## src/rtl/pacman_sprite_engine.sv

```systemverilog
// Two-stage sprite pixel generator: box, animated Pac-Man, pellet and transparent tiles.
// Owns the global mouth-animation frame counter shared by every Pac-Man request.
module pacman_sprite_engine #(
    parameter int unsigned PIXELS_WIDTH     = 16,
    parameter int unsigned REL_BITS         = 4,
    parameter int unsigned PIXEL_COLOR_BITS = 8,
    parameter int unsigned NUM_FRAMES       = 4,
    parameter int unsigned FRAME_TICKS      = 8,
    parameter logic [PIXEL_COLOR_BITS-1:0] COLOR_BOX    = 8'b00111000,
    parameter logic [PIXEL_COLOR_BITS-1:0] COLOR_PAC    = 8'b11111100,
    parameter logic [PIXEL_COLOR_BITS-1:0] COLOR_PELLET = 8'b11111111,
    parameter logic [PIXEL_COLOR_BITS-1:0] COLOR_BG     = 8'b00000000
) (
    input  logic                                clk,
    input  logic                                rst_n,
    input  logic                                anim_tick,
    input  logic                                anim_en,
    input  logic [1:0]                          dir,
    input  logic [1:0]                          sprite_sel,
    input  logic                                req_valid,
    input  logic [REL_BITS-1:0]                 x,
    input  logic [REL_BITS-1:0]                 y,
    output logic                                pix_valid,
    output logic [PIXEL_COLOR_BITS-1:0]         pixels,
    output logic [$clog2(NUM_FRAMES)-1:0]       frame
);

    localparam int unsigned C_W     = REL_BITS + 2;
    localparam int unsigned SQ_W    = 2 * C_W;
    localparam int unsigned FRAME_W = $clog2(NUM_FRAMES);
    localparam int unsigned TICK_W  = (FRAME_TICKS > 1) ? $clog2(FRAME_TICKS) : 1;

    localparam logic [SQ_W-1:0] R2_DISC   = SQ_W'(PIXELS_WIDTH * PIXELS_WIDTH);
    localparam logic [SQ_W-1:0] R2_PELLET = SQ_W'((PIXELS_WIDTH / 2) * (PIXELS_WIDTH / 2));

    localparam logic [1:0] SEL_BOX    = 2'd0;
    localparam logic [1:0] SEL_PAC    = 2'd1;
    localparam logic [1:0] SEL_PELLET = 2'd2;

    // ---------------------------------------------------------------
    // Animation counters
    // ---------------------------------------------------------------
    logic [TICK_W-1:0]  tick_q,  tick_d;
    logic [FRAME_W-1:0] frame_q, frame_d;

    always_comb begin
        tick_d  = tick_q;
        frame_d = frame_q;
        if (anim_tick && anim_en) begin
            if (tick_q == TICK_W'(FRAME_TICKS - 1)) begin
                tick_d  = '0;
                frame_d = (frame_q == FRAME_W'(NUM_FRAMES - 1)) ? '0 : frame_q + FRAME_W'(1);
            end else begin
                tick_d = tick_q + TICK_W'(1);
            end
        end
    end

    always_ff @(posedge clk or negedge rst_n) begin
        if (!rst_n) begin
            tick_q  <= '0;
            frame_q <= '0;
        end else begin
            tick_q  <= tick_d;
            frame_q <= frame_d;
        end
    end

    assign frame = frame_q;

    // ---------------------------------------------------------------
    // Stage 1: centre the coordinates and rotate into the heading-right frame
    // ---------------------------------------------------------------
    logic signed [C_W-1:0] cx_c, cy_c, u_c, v_c;

    assign cx_c = signed'(C_W'({x, 1'b0})) - signed'(C_W'(PIXELS_WIDTH - 1));
    assign cy_c = signed'(C_W'({y, 1'b0})) - signed'(C_W'(PIXELS_WIDTH - 1));

    always_comb begin
        u_c = cx_c;
        v_c = cy_c;
        case (dir)
            2'd1:    begin u_c = -cy_c; v_c = cx_c;  end
            2'd2:    begin u_c = -cx_c; v_c = cy_c;  end
            2'd3:    begin u_c = cy_c;  v_c = -cx_c; end
            default: begin u_c = cx_c;  v_c = cy_c;  end
        endcase
    end

    logic                  s1_valid_q;
    logic [1:0]            s1_sel_q;
    logic [FRAME_W-1:0]    s1_frame_q;
    logic signed [C_W-1:0] s1_u_q, s1_v_q;

    always_ff @(posedge clk or negedge rst_n) begin
        if (!rst_n) begin
            s1_valid_q <= 1'b0;
            s1_sel_q   <= '0;
            s1_frame_q <= '0;
            s1_u_q     <= '0;
            s1_v_q     <= '0;
        end else begin
            s1_valid_q <= req_valid;
            // Payload only moves on a real request to avoid needless toggling.
            if (req_valid) begin
                s1_sel_q   <= sprite_sel;
                s1_frame_q <= frame_q;
                s1_u_q     <= u_c;
                s1_v_q     <= v_c;
            end
        end
    end

    // ---------------------------------------------------------------
    // Stage 2: geometry tests and colour select
    // ---------------------------------------------------------------
    logic [C_W-1:0]              au_c, av_c;
    logic [SQ_W-1:0]             r2_c;
    logic                        inside_c, pellet_c, u_pos_c, mouth_c;
    logic [PIXEL_COLOR_BITS-1:0] color_c;

    assign au_c     = s1_u_q[C_W-1] ? unsigned'(-s1_u_q) : unsigned'(s1_u_q);
    assign av_c     = s1_v_q[C_W-1] ? unsigned'(-s1_v_q) : unsigned'(s1_v_q);
    assign r2_c     = SQ_W'(au_c) * SQ_W'(au_c) + SQ_W'(av_c) * SQ_W'(av_c);
    assign inside_c = (r2_c <= R2_DISC);
    assign pellet_c = (r2_c <= R2_PELLET);
    assign u_pos_c  = !s1_u_q[C_W-1] && (s1_u_q != '0);
    // Wedge half-angle grows with frame: |v|/u <= frame/(NUM_FRAMES-1).
    assign mouth_c  = u_pos_c &&
                      ((SQ_W'(av_c) * SQ_W'(NUM_FRAMES - 1)) <= (SQ_W'(au_c) * SQ_W'(s1_frame_q)));

    always_comb begin
        color_c = COLOR_BG;
        case (s1_sel_q)
            SEL_BOX:    color_c = COLOR_BOX;
            SEL_PAC:    color_c = (inside_c && !mouth_c) ? COLOR_PAC : COLOR_BG;
            SEL_PELLET: color_c = pellet_c ? COLOR_PELLET : COLOR_BG;
            default:    color_c = COLOR_BG;
        endcase
    end

    logic                        pix_valid_q;
    logic [PIXEL_COLOR_BITS-1:0] pixels_q;

    always_ff @(posedge clk or negedge rst_n) begin
        if (!rst_n) begin
            pix_valid_q <= 1'b0;
            pixels_q    <= COLOR_BG;
        end else begin
            pix_valid_q <= s1_valid_q;
            if (s1_valid_q) begin
                pixels_q <= color_c;
            end
        end
    end

    assign pix_valid = pix_valid_q;
    assign pixels    = pixels_q;

endmodule

```

## config.mk

```make
export PLATFORM = sky130hd
export DESIGN_NAME = pacman_sprite_engine
export DESIGN_NICKNAME = d
export VERILOG_FILES = /design/src/rtl/pacman_sprite_engine.sv
export SDC_FILE = /design/constraint.sdc
export NUM_CORES = 1
export LEC_CHECK = 0
export BUFFER_PORTS_ARGS = -buffer_cell sky130_fd_sc_hd__clkbuf_2
export CAP_MARGIN = 20
export CORE_AREA = 8 8 89 91
export CTS_BUF_LIST = sky130_fd_sc_hd__clkbuf_4 sky130_fd_sc_hd__clkbuf_8 sky130_fd_sc_hd__clkbuf_16
export DETAILED_ROUTE_END_ITERATION = 6
export DIE_AREA = 0 0 97 99
export GPL_TIMING_DRIVEN = 1
export PLACE_DENSITY = 0.72
export RECOVER_POWER = 50
export SLEW_MARGIN = 0
export SYNTH_ARGS = -nofsm -noshare
export SYNTH_HDL_FRONTEND = slang
export SYNTH_SLANG_ARGS = --single-unit
```

## constraint.sdc

```tcl
create_clock -name clk -period 11.94 [get_ports clk]
set_input_delay 1.194 -clock clk [delete_from_list [all_inputs] [get_ports clk]]
set_output_delay 1.194 -clock clk [all_outputs]
set_load 0.02 [all_outputs]
```

## After elaboration in Yosys (flattened, before gate mapping)

Index checks and enable logic that the tools add are counted.

- Register bits after elaboration: 31
- Output and inout bits: 11
- Logic and storage cells: 50

- $add $sub $neg: 9
- $mul: 4
- Order comparisons: 3
- Eq/ne operators: 7
- Mux-type cells: 9
- Reduce and logical (&&, ||, !) cells: 9

Operators by type and width:

| cell | count |
|---|---|
| 6-bit by 6-bit multiplier with 12-bit output | 2 |
| 6-bit negator | 4 |
| 8-bit one-hot mux with 3 select lines | 1 |
| 6-bit one-hot mux with 3 select lines | 1 |
| 8-bit two-way mux | 2 |
| 12-bit adder | 1 |
| 12-bit by 7-bit less-or-equal comparator with 1-bit output (second input constant) | 1 |
| 12-bit by 9-bit less-or-equal comparator with 1-bit output (second input constant) | 1 |
| 6-bit two-way mux | 2 |
| 6-bit one-hot mux with 2 select lines | 1 |
| 5-bit by 4-bit subtractor with 6-bit output (second input constant) | 2 |
| 2-bit == test (second input constant) | 4 |
| 8-bit less-or-equal comparator | 1 |
| 6-bit by 2-bit multiplier with 8-bit output | 1 |
| 6-bit by 2-bit multiplier with 8-bit output (second input constant) | 1 |
| 6-bit nonzero test | 1 |
| 2-bit by 1-bit == test with 1-bit output (second input constant) | 2 |
| 1-bit logical AND | 4 |
| 3-bit by 1-bit adder with 3-bit output (second input constant) | 1 |
| 3-bit == test (second input constant) | 1 |
| 3-bit two-way mux | 1 |
| 2-bit by 1-bit adder with 2-bit output (second input constant) | 1 |
| 1-bit zero test | 2 |
| 2-bit zero test | 1 |
| 2 further kinds | 2 |

## Depth between registers and ports, before layout

Gate-level depths: netlist of the first run.

- Word-level depth: 9
- Mapped depth: 24

## Worst setup path after synthesis of the first run

Ideal clock, no wire load.

- Path type: register to register
- Start: register s1_u_q[0]
- End: register pixels_q[6] (netlist: pixels[6])
- Library setup time: 0.094 ns
- Arrival time: 6.173 ns
- Path slack: 5.674 ns
- Stages on the path, launching flop included: 24
- Path buffers: 1
- Clock period less this slack: 6.266 ns
- Cell sequence: dfrtp_1 -> clkbuf_1 -> inv_1 -> ha_1 -> nor2b_1 -> xnor2_1 -> inv_1 -> ha_1 -> inv_1 -> fa_1 -> fa_1 -> inv_1 -> fa_1 -> inv_1 -> fa_1 -> fa_1 -> inv_1 -> fa_1 -> a211oi_2 -> o21bai_1 -> a21o_1 -> nor4_1 -> a21oi_2 -> a221oi_2

- Word-level cells in the longest chain between the ends: 9
- Elaborated cells between the ends (all ways): 16
- Classes of those cells: add/sub (2); mul (2); order compare (3); mux (4); reduce/logical (5)

RTL lines:

| item | line | text |
|---|---|---|
| start: declaration | 93 | `logic signed [C_W-1:0] s1_u_q, s1_v_q;` |
| start signal: assignment | 108 | `s1_u_q <= u_c;` |
| parallel branches: the longest is 8 deep, another holds 6-bit by 6-bit multiplier with 12-bit output | - |  |
| 8-bit one-hot mux with 3 select lines * | 134 | `case (s1_sel_q)` |
| end signal: assignment | 152 | `pixels_q <= color_c;` |
| end: declaration | 143 | `logic [PIXEL_COLOR_BITS-1:0] pixels_q;` |

Mark *: on every way between the ends.
A chain may end at the register's enable or synchronous reset.

## Worst setup path after layout of the first run

Ends and elaborated chain as after synthesis.

==> metrics.md, run 1 <==
| Metric | Value |
|---|---|
| CTS tree | built |
| Hold_sp | tick_q[2]$_DFFE_PN0P_ |
| Starting utilization of the core area | between 50% and 60% |
| Remaining Overflow, GRT | 0 |
| Ys flop type | dfrtp_1 |
| Clk slew on worst S/H paths | ~0.08 ns |
| Setup TNS | 0 ns |
| Worst path max stage delay | 0.55 ns |
| Minimum clock period | about 6.6 ns |
| Startpoint Class | register |
| CP delay by family, top | adder cells |
| Max Cap Viol | 0 |
| Worst path most repeated cell | fa_1 |
| Tightest Pin Transition | around 1.2 ns |
| Die height | ~100 um |
| Number of global-route vias before repair | ~2,600 |
| Area grow syn2layout | 8.63% |
| Post-Syn Area per Cell | between 9 and 10 um2 |
| Final Hold Viols | 0 |
| Root buf cell | clkbuf_8 |
| Outcome | complete, no violations |
| Most frequent cells in the layout | 68 x inv_1, 51 x ha_1, 36 x fa_1 |
| Detailed Place HPWL | between 5 and 6 mm |
| Layout cell share with drive strength beyond 1 | 11.9% |
| Clock buffer depth | 2 |
| Commonest non-fill, non-tap cell in the layout | inv_1 |
| CTS buffer count | 3 |
| Reg2Reg Launch Point | s1_u_q[0]$_DFFE_PN0P_ |
| Final setup viols | 0 |
| CP Cell Sequence | inv_1, ha_1, nand2_1, nor3_1, and2_1, inv_1, fa_1, fa_1, inv_1, fa_1, inv_1, fa_1, fa_1, inv_1, fa_1, a211oi_2, o21bai_1, a21o_1, nor4_1, a21oi_2, a221oi_2 |
| Setup Skew | 0.00413 ns |
| Largest net degree at the start of global routing | 24 |
| RSZ-0062 raised after global routing | false |
| Hold path cells | 1 |
| Drt drc | 0 |
| Total track usage | 13.8% |
| Number of synthesized flops with an enable pin | 0 |
| CP Max Fanout | 12 |
| WP data arrival | roughly 6.8 ns |
| Synth Warn # | 0 |
| Post-Syn Area | between 3000 and 4000 um2 |
| Die W | around 97 um |
| Drt wl/cell | about 13 um |
| Global-route wire length before repair | 11.4 mm |
| Final WL | between 6 and 7 mm |
| Reg2Reg Setup Slack | around 5.3 ns |
| Post-route ant nets | 0 |
| Post-CTS Setup Bufs | 0 |
| Placer congestion estimate | roughly 0.83 |
| Antenna violations before repair | 0 |
| Core area | 6570 um2 |
| Fin nets | 518 |
| Clk_lat worst skew | 0.27 ns |
| CTS H-Tree Depth | 1 |
| Post-synth ARST share | 100% |
| Worst R2R Path Depth | 21 |
| FF-to-FF End | pixels[6]$_DFFE_PN0P_ |
| Number of top-level pins | 28 |
| CP required | 12.12 ns |
| Ant. Diodes | 0 |
| TritonRoute pass-1 iters | 4 |
| Via/cell ratio | ~5 |
| Bufs and invs on worst path | 5 |
| Die ar. | 9600 um2 |
| Worst path slowest cell | fa_1 |
| Cells after synthesis | roughly 370 |
| TritonCTS Sinks | 23 |
| FMAX | approximately 0.15 GHz |
| Worst Setup End Kind | register |
| Yosys reg bits | 23 |
| Library cells used by synthesis | between 40 and 50 |
| Site Rows | 30 |
| CTS resizes | 0 |
| Final Slew Violations | 0 |
| Max_slew headroom | 22.9% |
| Critical path class | register to register |
| Final worst path period share | between 50% and 60% |
| Sequential fraction of the synthesis area | approximately 17% |
| Via count | roughly 2,500 |
| Post-CTS Hold Buffers | 0 |
| Min-Delay Endpoint | tick_q[2]$_DFFE_PN0P_ |
| Filler cell count | roughly 590 |
| Hold crit path type | register to register |
| DR iter-0 viols | 45 |
| Port Buffers | 27 |
[synthesized netlist by cell type, drive strengths merged (7+ instances only)]
cell type | number | area, um2
a21o | 8 | 60.1
a21oi | 23 | 119
clkbuf | 7 | 26.3
dfrtp | 23 | 576
fa | 36 | 721
ha | 51 | 638
inv | 68 | 255
mux2 | 10 | 113
nand2 | 12 | 45.0
nor2 | 31 | 116
nor2b | 11 | 68.8
o21ai | 9 | 45.0
xnor2 | 23 | 209
[how the worst max path moves through the flow]
stage                                startpoint                    end  slack (ns)  depth (start not counted)
after floorplan           s1_u_q[0]$_DFFE_PN0P_  pixels[6]$_DFFE_PN0P_        5.67                         23
after global routing      s1_u_q[0]$_DFFE_PN0P_  pixels[5]$_DFFE_PN0P_        4.77                         21
final                     s1_u_q[0]$_DFFE_PN0P_  pixels[6]$_DFFE_PN0P_        5.29                         21
after global placement    s1_u_q[0]$_DFFE_PN0P_  pixels[6]$_DFFE_PN0P_        5.42                         21
after CTS                 s1_u_q[0]$_DFFE_PN0P_  pixels[6]$_DFFE_PN0P_        5.26                         21
after detailed placement  s1_u_q[0]$_DFFE_PN0P_  pixels[6]$_DFFE_PN0P_        5.29                         21
[sequential cells by signal, indices dropped and copies added, names as in the netlist]
name        flops
frame           2
s1_sel_q        2
pixels          3
tick_q          3
pix_valid       1
s1_valid_q      1
s1_u_q          5
s1_frame_q      2
s1_v_q          4
[per-layer routing]
metal | track usage (%) | vias to the layer above | part of all wire (%)
met5 | 0 | - | 0
met4 | 3.43 | 0 | 0.88
met3 | 1.33 | 6 | 2.1
met2 | 23.8 | 34 | 48
met1 | 18.1 | 1194 | 49
li1 | - | 1260 | -
[stage by stage]
stage / instances / setup slack [ns] / utilization (%) / hold slack [ns] / area (um2)
2_1_floorplan: 394 / 5.67 / - / 0.474 / 3530
3_3_place_gp: 489 / 5.42 / 56.4 / 0.493 / 3700
3_5_place_dp: 489 / 5.29 / 56.4 / 0.505 / 3700
4_1_cts: 493 / 5.26 / 57.1 / 0.525 / 3750
5_1_grt: 493 / 4.77 / 57.1 / 0.533 / 3750
6_report: 493 / 5.29 / 57.1 / 0.528 / 3750
[cell type report]
type	instances	area (um2)	area share (%)
multi-input cells	290	2630	70.2
flip-flops and latches	23	576	15.4
inverters	68	255	6.81
repair buffers	28	140	3.74
well taps	80	100	2.67
clock buffers	3	41.3	1.10
clock inverters	1	5.00	0.134
[logic make-up (layout without fill, tap and decap cells)]
logic type | after synthesis | in the layout | synth area share [%]
other | 2 | 23 | 0.218
buffers and inverters | 81 | 100 | 9.35
muxes | 12 | 12 | 3.84
adders and majority gates | 87 | 87 | 39.4
DFF | 23 | 23 | 16.7
AOI/OAI and AO/OA | 55 | 55 | 10.5
and+or+nand+nor | 85 | 85 | 12.7
xor gates and xnor gates | 28 | 28 | 7.32
Power of run 1 is not shown: default switching activity piles up to over one toggle a cycle in this logic, so the estimate is an artifact.
==> inputs of run 2 (changes only) <==
==> constraint.sdc (replaced) <==
create_clock -name clk -period 6.2 [get_ports clk]
set_input_delay 0.62 -clock clk [delete_from_list [all_inputs] [get_ports clk]]
set_output_delay 0.62 -clock clk [all_outputs]
set_load 0.02 [all_outputs]
==> run 2 against run 1 <==
Non-clock buffer count is 17 higher; sequential share of layout area decreased by 0.70 points; design area up 4.8%; flip-flop and latch count stayed put; first-iteration DRC count grew 140%; register-to-register slack got worse by 5.0 ns; setup slack got worse by 5.0 ns; clock-buffer cell count increased by 1; hold slack lost 0.0068 ns; utilization is 2.7 points higher; critical endpoint unchanged.
==> metrics.md, run 2 (synthesis results as in run 1) <==
| Metric | Value |
|---|---|
| Root buf cell | clkbuf_8 |
| Number of global-route vias before repair | 2,709 |
| Final setup viols | 0 |
| Critical path class | register to register |
| Site Rows | 30 |
| Top Usage Layer GRT | met2 |
| Final worst path period share | a little over nine tenths |
| Antenna violations before repair | 0 |
| Biggest registers after layout | s1_u_q: 5 flops, s1_v_q: 4 flops |
| Worst Setup End Kind | register |
| Drt wl/cell | 13.4 um |
| DR iter-0 viols | roughly 110 |
| Pre-CTS WS | 0.110 ns |
| WHS | roughly 0.52 ns |
| Flip-flop count of the largest register after layout | 5 |
| Tightest Pin Transition | 1.17 ns |
| Post-CTS Hold Buffers | 0 |
| TritonRoute pass-1 iters | 4 |
| Met1 Usage GRT | a little under a fifth |
| Detailed Place HPWL | 5.91 mm |
| Clk_lat worst skew | around 0.26 ns |
| CP Max Fanout | 4 |
| Die ar. | between 9000 and 10,000 um2 |
| Max Cap Viol | 0 |
| Largest net degree at the start of global routing | 24 |
| Fin nets | 535 |
| Commonest non-fill, non-tap cell in the layout | inv_1 |
| M3 GR Usage | less than 1% |
| Drt drc | 0 |
| Global-route wire length before repair | around 12 mm |
| Met2 Resource Use GR | 25.2% |
| Die W | just under 100 um |
| Final Slew Violations | 0 |
| Startpoint Class | register |
| Most frequent cells in the layout | 65 x inv_1, 49 x ha_1, 35 x fa_1 |
| Via count | between 2,000 and 3,000 |
| TritonCTS Sinks | 23 |
| Area grow syn2layout | 13.9% |
| Port Buffers | 27 |
| CP required | roughly 6.4 ns |
| Die height | just under 100 um |
| Placer congestion estimate | around 0.87 |
| Post-route ant nets | 0 |
| Setup Skew | roughly 0.0011 ns |
| Core area | 6570 um2 |
| WP data arrival | 6.10 ns |
| Final Hold Viols | 0 |
| Number of top-level pins | 28 |
| Outcome | complete, no violations |
| PnR worst setup slack | about 0.28 ns |
| Minimum clock period | just under 6 ns |
| Total track usage | 14.4% |
| Ant. Diodes | 0 |
| CTS tree | built |
| CTS buffer count | 3 |
| Hold crit path type | register to register |
| CTS H-Tree Depth | 1 |
| Remaining Overflow, GRT | 0 |
| Clock buffer depth | 2 |
| Final WL | ~7 mm |
| Max_slew headroom | between 20% and 30% |
| Biggest register | s1_u_q |
| FMAX | between 0.15 and 0.2 GHz |
| Via/cell ratio | ~5.1 |
| Layout cell share with drive strength beyond 1 | 17.9% |
| Starting utilization of the core area | between 50 and 60% |
| Clk slew on worst S/H paths | ~0.070 ns |
| Filler cell count | between 500 and 600 |
run 2: cell count changes in the layout (fill, tap and decap cells not counted), sizes merged:
cell / change
clkbuf: +1
buf: +17
clkinv: -1
run 2: path summary, 6_finish.rpt:
path	end	cells past startpoint	slack, ns	from
hold reg to reg	tick_q[1]$_DFFE_PN0P_	1	0.52	tick_q[1]$_DFFE_PN0P_
setup / recovery	pixels[6]$_DFFE_PN0P_	21	0.28	s1_u_q[0]$_DFFE_PN0P_
max in group asynchronous	s1_u_q[0]$_DFFE_PN0P_	1	4.93	rst_n
min in group asynchronous	tick_q[1]$_DFFE_PN0P_	1	0.57	rst_n
setup reg to reg	pixels[6]$_DFFE_PN0P_	21	0.28	s1_u_q[0]$_DFFE_PN0P_
hold / removal	tick_q[1]$_DFFE_PN0P_	1	0.52	tick_q[1]$_DFFE_PN0P_
run 2: cell type report:
cell class	count	area [um2]	area share (%)
flip-flops and latches	23	576	14.6
multi-input cells	290	2680	68.2
repair buffers	45	272	6.91
well taps	80	100	2.55
clock buffers	4	48.8	1.24
inverters	68	255	6.50
run 2: metrics by stage:
step	std cells	util, %	setup TNS (ns)	area [um2]
after floorplan	394	-	0	3540
after global placement	500	57.8	0	3790
after detailed placement	500	57.8	0	3790
after CTS	504	58.5	0	3840
after global routing	510	59.8	-0.0288	3930
final	510	59.8	0	3930
run 2: what timing repair did:
action / 4_1_cts / 5_1_grt
setup endpoints to repair: 0 / 3
buffers inserted: 0 / 6
resized for setup: 0 / 15
endpoints found under the hold margin: 0 / 0
run 2: per-layer routing:
| metal | share of wire, % | wire, um |
|---|---|---|
| met2 | 51 | 3460 |
| met1 | 47 | 3220 |
| met5 | 0 | 0 |
| met3 | 0.99 | 68 |
| met4 | 1.3 | 91 |
run 2: critical path: stages (launching register included):
cell and delay (ns):
dfrtp_1 0.41, inv_2 0.08, ha_2 0.17, nor2b_1 0.05
xnor2_1 0.25, inv_2 0.10, ha_2 0.22, inv_1 0.10
fa_1 0.44, fa_1 0.54, inv_1 0.05, fa_1 0.52
inv_1 0.05, fa_1 0.47, fa_1 0.55, inv_1 0.07
fa_2 0.46, or4_4 0.46, buf_4 0.16, o41ai_2 0.25
nand4b_1 0.18, a221oi_2 0.23
Power of run 2 is left out for the same reason.
==> inputs of run 3 (changes only) <==
==> constraint.sdc (replaced) <==
create_clock -name clk -period 6.2 [get_ports clk]
set_input_delay 0 -clock clk [delete_from_list [all_inputs] [get_ports clk]]
set_output_delay 0 -clock clk [all_outputs]
set_load 0.02 [all_outputs]
==> run 3 against run 2 <==
Critical path depth did not move; setup slack better by 0.0032 ns; final cell count up 0.59%; design area rose by 0.76%; register-to-register slack hardly changed; first-iteration DRC count is 18% lower; sequential share of layout area fell by 0.11 points.
==> metrics.md, run 3 (synthesis results as in run 1) <==
| Metric | Value |
|---|---|
| TritonCTS Sinks | 23 |
| Fin nets | 538 |
| CP required | 6.37 ns |
| Minimum clock period | 5.92 ns |
| Reg2Reg Setup Slack | ~0.28 ns |
| Flip-flop count of the largest register after layout | 5 |
| CP delay by family, top | adder cells |
| FMAX | approximately 0.17 GHz |
| Critical path class | register to register |
| Drt wl/cell | 13.4 um |
| Final worst path period share | between 90% and 100% |
| Hold path cells | 3 |
| Final setup viols | 0 |
| Biggest registers after layout | s1_u_q: 5 flops, s1_v_q: 4 flops |
| Port Buffers | 27 |
| Total area of sequential cells | 576 um2 |
| Die W | 97 um |
| Placer congestion estimate | slightly below 0.9 |
| CTS H-Tree Depth | 1 |
| Layout cell share with drive strength beyond 1 | 17.8% |
| Via count | 2,590 |
| Die ar. | 9600 um2 |
| CTS buffer count | 3 |
| Drt drc | 0 |
| Detailed Place HPWL | a little under 6 mm |
| Remaining Overflow, GRT | 0 |
| Clk_lat worst skew | roughly 0.26 ns |
| Hold_sp | y[0] |
| Post-route ant nets | 0 |
| Biggest register | s1_u_q |
| Area grow syn2layout | 14.7% |
| Most frequent cells in the layout | 65 x inv_1, 49 x ha_1, 35 x fa_1 |
| Worst path max stage delay | ~0.55 ns |
| Clk slew on worst S/H paths | approximately 0.07 ns |
| WP data arrival | ~6.1 ns |
| Site Rows | 30 |
| Footprint of the multi-input gates | around 2700 um2 |
| Filler cell count | ~550 |
| Largest net degree at the start of global routing | 24 |
| Tightest Pin Transition | 1.18 ns |
| Worst path slowest cell | fa_1 |
| Startpoint Class | register |
| Commonest non-fill, non-tap cell in the layout | inv_1 |
| Global-route wire length before repair | roughly 12 mm |
| Ant. Diodes | 0 |
| WHS | 0.0253 ns |
| Antenna violations before repair | 0 |
| Placed inst area | about 3800 um2 |
| Bufs and invs on worst path | 7 |
| Total track usage | approximately 14% |
| FF-to-FF End | pixels[6]$_DFFE_PN0P_ |
| Final WL | roughly 6.9 mm |
| Finished Cell Area | around 4000 um2 |
| Setup Skew | approximately 0.0011 ns |
| CP Cell Sequence | inv_2, ha_2, nor2b_1, xnor2_1, inv_2, ha_2, inv_1, fa_1, fa_1, inv_1, fa_1, inv_1, fa_1, fa_1, inv_1, fa_2, or4_4, buf_4, o41ai_2, nand4b_1, a221oi_2 |
| Final Slew Violations | 0 |
| CTS tree | built |
| Via/cell ratio | between 5 and 6 |
| Core area | ~6600 um2 |
| Root buf cell | clkbuf_8 |
| Worst R2R Path Depth | 21 |
| Worst Setup End Kind | register |
| DR iter-0 viols | just under 90 |
| Hold crit path type | primary input to register |
| Worst path most repeated cell | fa_1 |
| Outcome | complete, no violations |
| Max_slew headroom | around a fifth |
| Final Hold Viols | 0 |
| Reg2Reg Launch Point | s1_u_q[0]$_DFFE_PN0P_ |
| TritonRoute pass-1 iters | 4 |
| Die height | 99 um |
| Min-Delay Endpoint | s1_v_q[1]$_DFFE_PN0P_ |
| Clock buffer depth | 2 |
| Starting utilization of the core area | between 50% and 60% |
| Max Cap Viol | 0 |
| CP Max Fanout | 4 |
| Number of global-route vias before repair | 2,713 |
| Number of top-level pins | 28 |
## run 3: changes by cell type in the layout (fill, tap and decap cells not counted)
| cell | before | now |
|---|---|---|
| dlygate4sd3_1 | 0 | 3 |
## run 3: worst max-delay path by stage
stage	start	end	cells after the start
final	s1_u_q[0]$_DFFE_PN0P_	pixels[6]$_DFFE_PN0P_	21
after global routing	s1_u_q[0]$_DFFE_PN0P_	pixels[6]$_DFFE_PN0P_	22
after CTS	s1_u_q[0]$_DFFE_PN0P_	pixels[6]$_DFFE_PN0P_	22
after detailed placement	s1_u_q[0]$_DFFE_PN0P_	pixels[6]$_DFFE_PN0P_	22
after global placement	s1_u_q[0]$_DFFE_PN0P_	pixels[5]$_DFFE_PN0P_	20
after floorplan	s1_u_q[0]$_DFFE_PN0P_	pixels[5]$_DFFE_PN0P_	23
## run 3: metrics by stage
step / setup TNS, ns / std cells / worst slack, ns / utilization, %
2_1_floorplan: 0 / 394 / 0.0835 / -
3_3_place_gp: 0 / 500 / 0.225 / 57.8
3_5_place_dp: 0 / 500 / 0.110 / 57.8
4_1_cts: 0 / 507 / 0.0925 / 59.0
5_1_grt: -0.0288 / 513 / -0.0288 / 60.3
6_report: 0 / 513 / 0.280 / 60.3
## run 3: area by class of cell
cell class / count / share of cell area, %
Inverter: 68 / 6.45
Sequential cell: 23 / 14.5
Timing Repair Buffer: 48 / 7.62
Clock buffer: 4 / 1.23
Tap cell: 80 / 2.53
Multi-Input combinational cell: 290 / 67.6
## run 3: routing by layer
| layer | share of wire [%] | wire (um) | up-vias | GRT usage, % |
|---|---|---|---|---|
| li1 | - | - | 1298 | - |
| met1 | 47 | 3230 | 1254 | 18.6 |
| met2 | 51 | 3490 | 30 | 25.4 |
| met3 | 0.97 | 67 | 8 | 1.05 |
| met4 | 1.3 | 91 | 0 | 3.55 |
| met5 | 0 | 0 | - | 0 |
## run 3: repair_timing
item	4_1_cts	5_1_grt
hold endpoints to repair	25	0
setup endpoints to repair	0	3
buffers inserted	0	6
hold buffers	3	0
resized for setup	0	15
## run 3: worst min-delay path: stages
cell	delay [ns]
clkbuf_2	0.09
o211ai_1	0.08
o21ai_0	0.07
Power of run 3 is left out for the same reason.
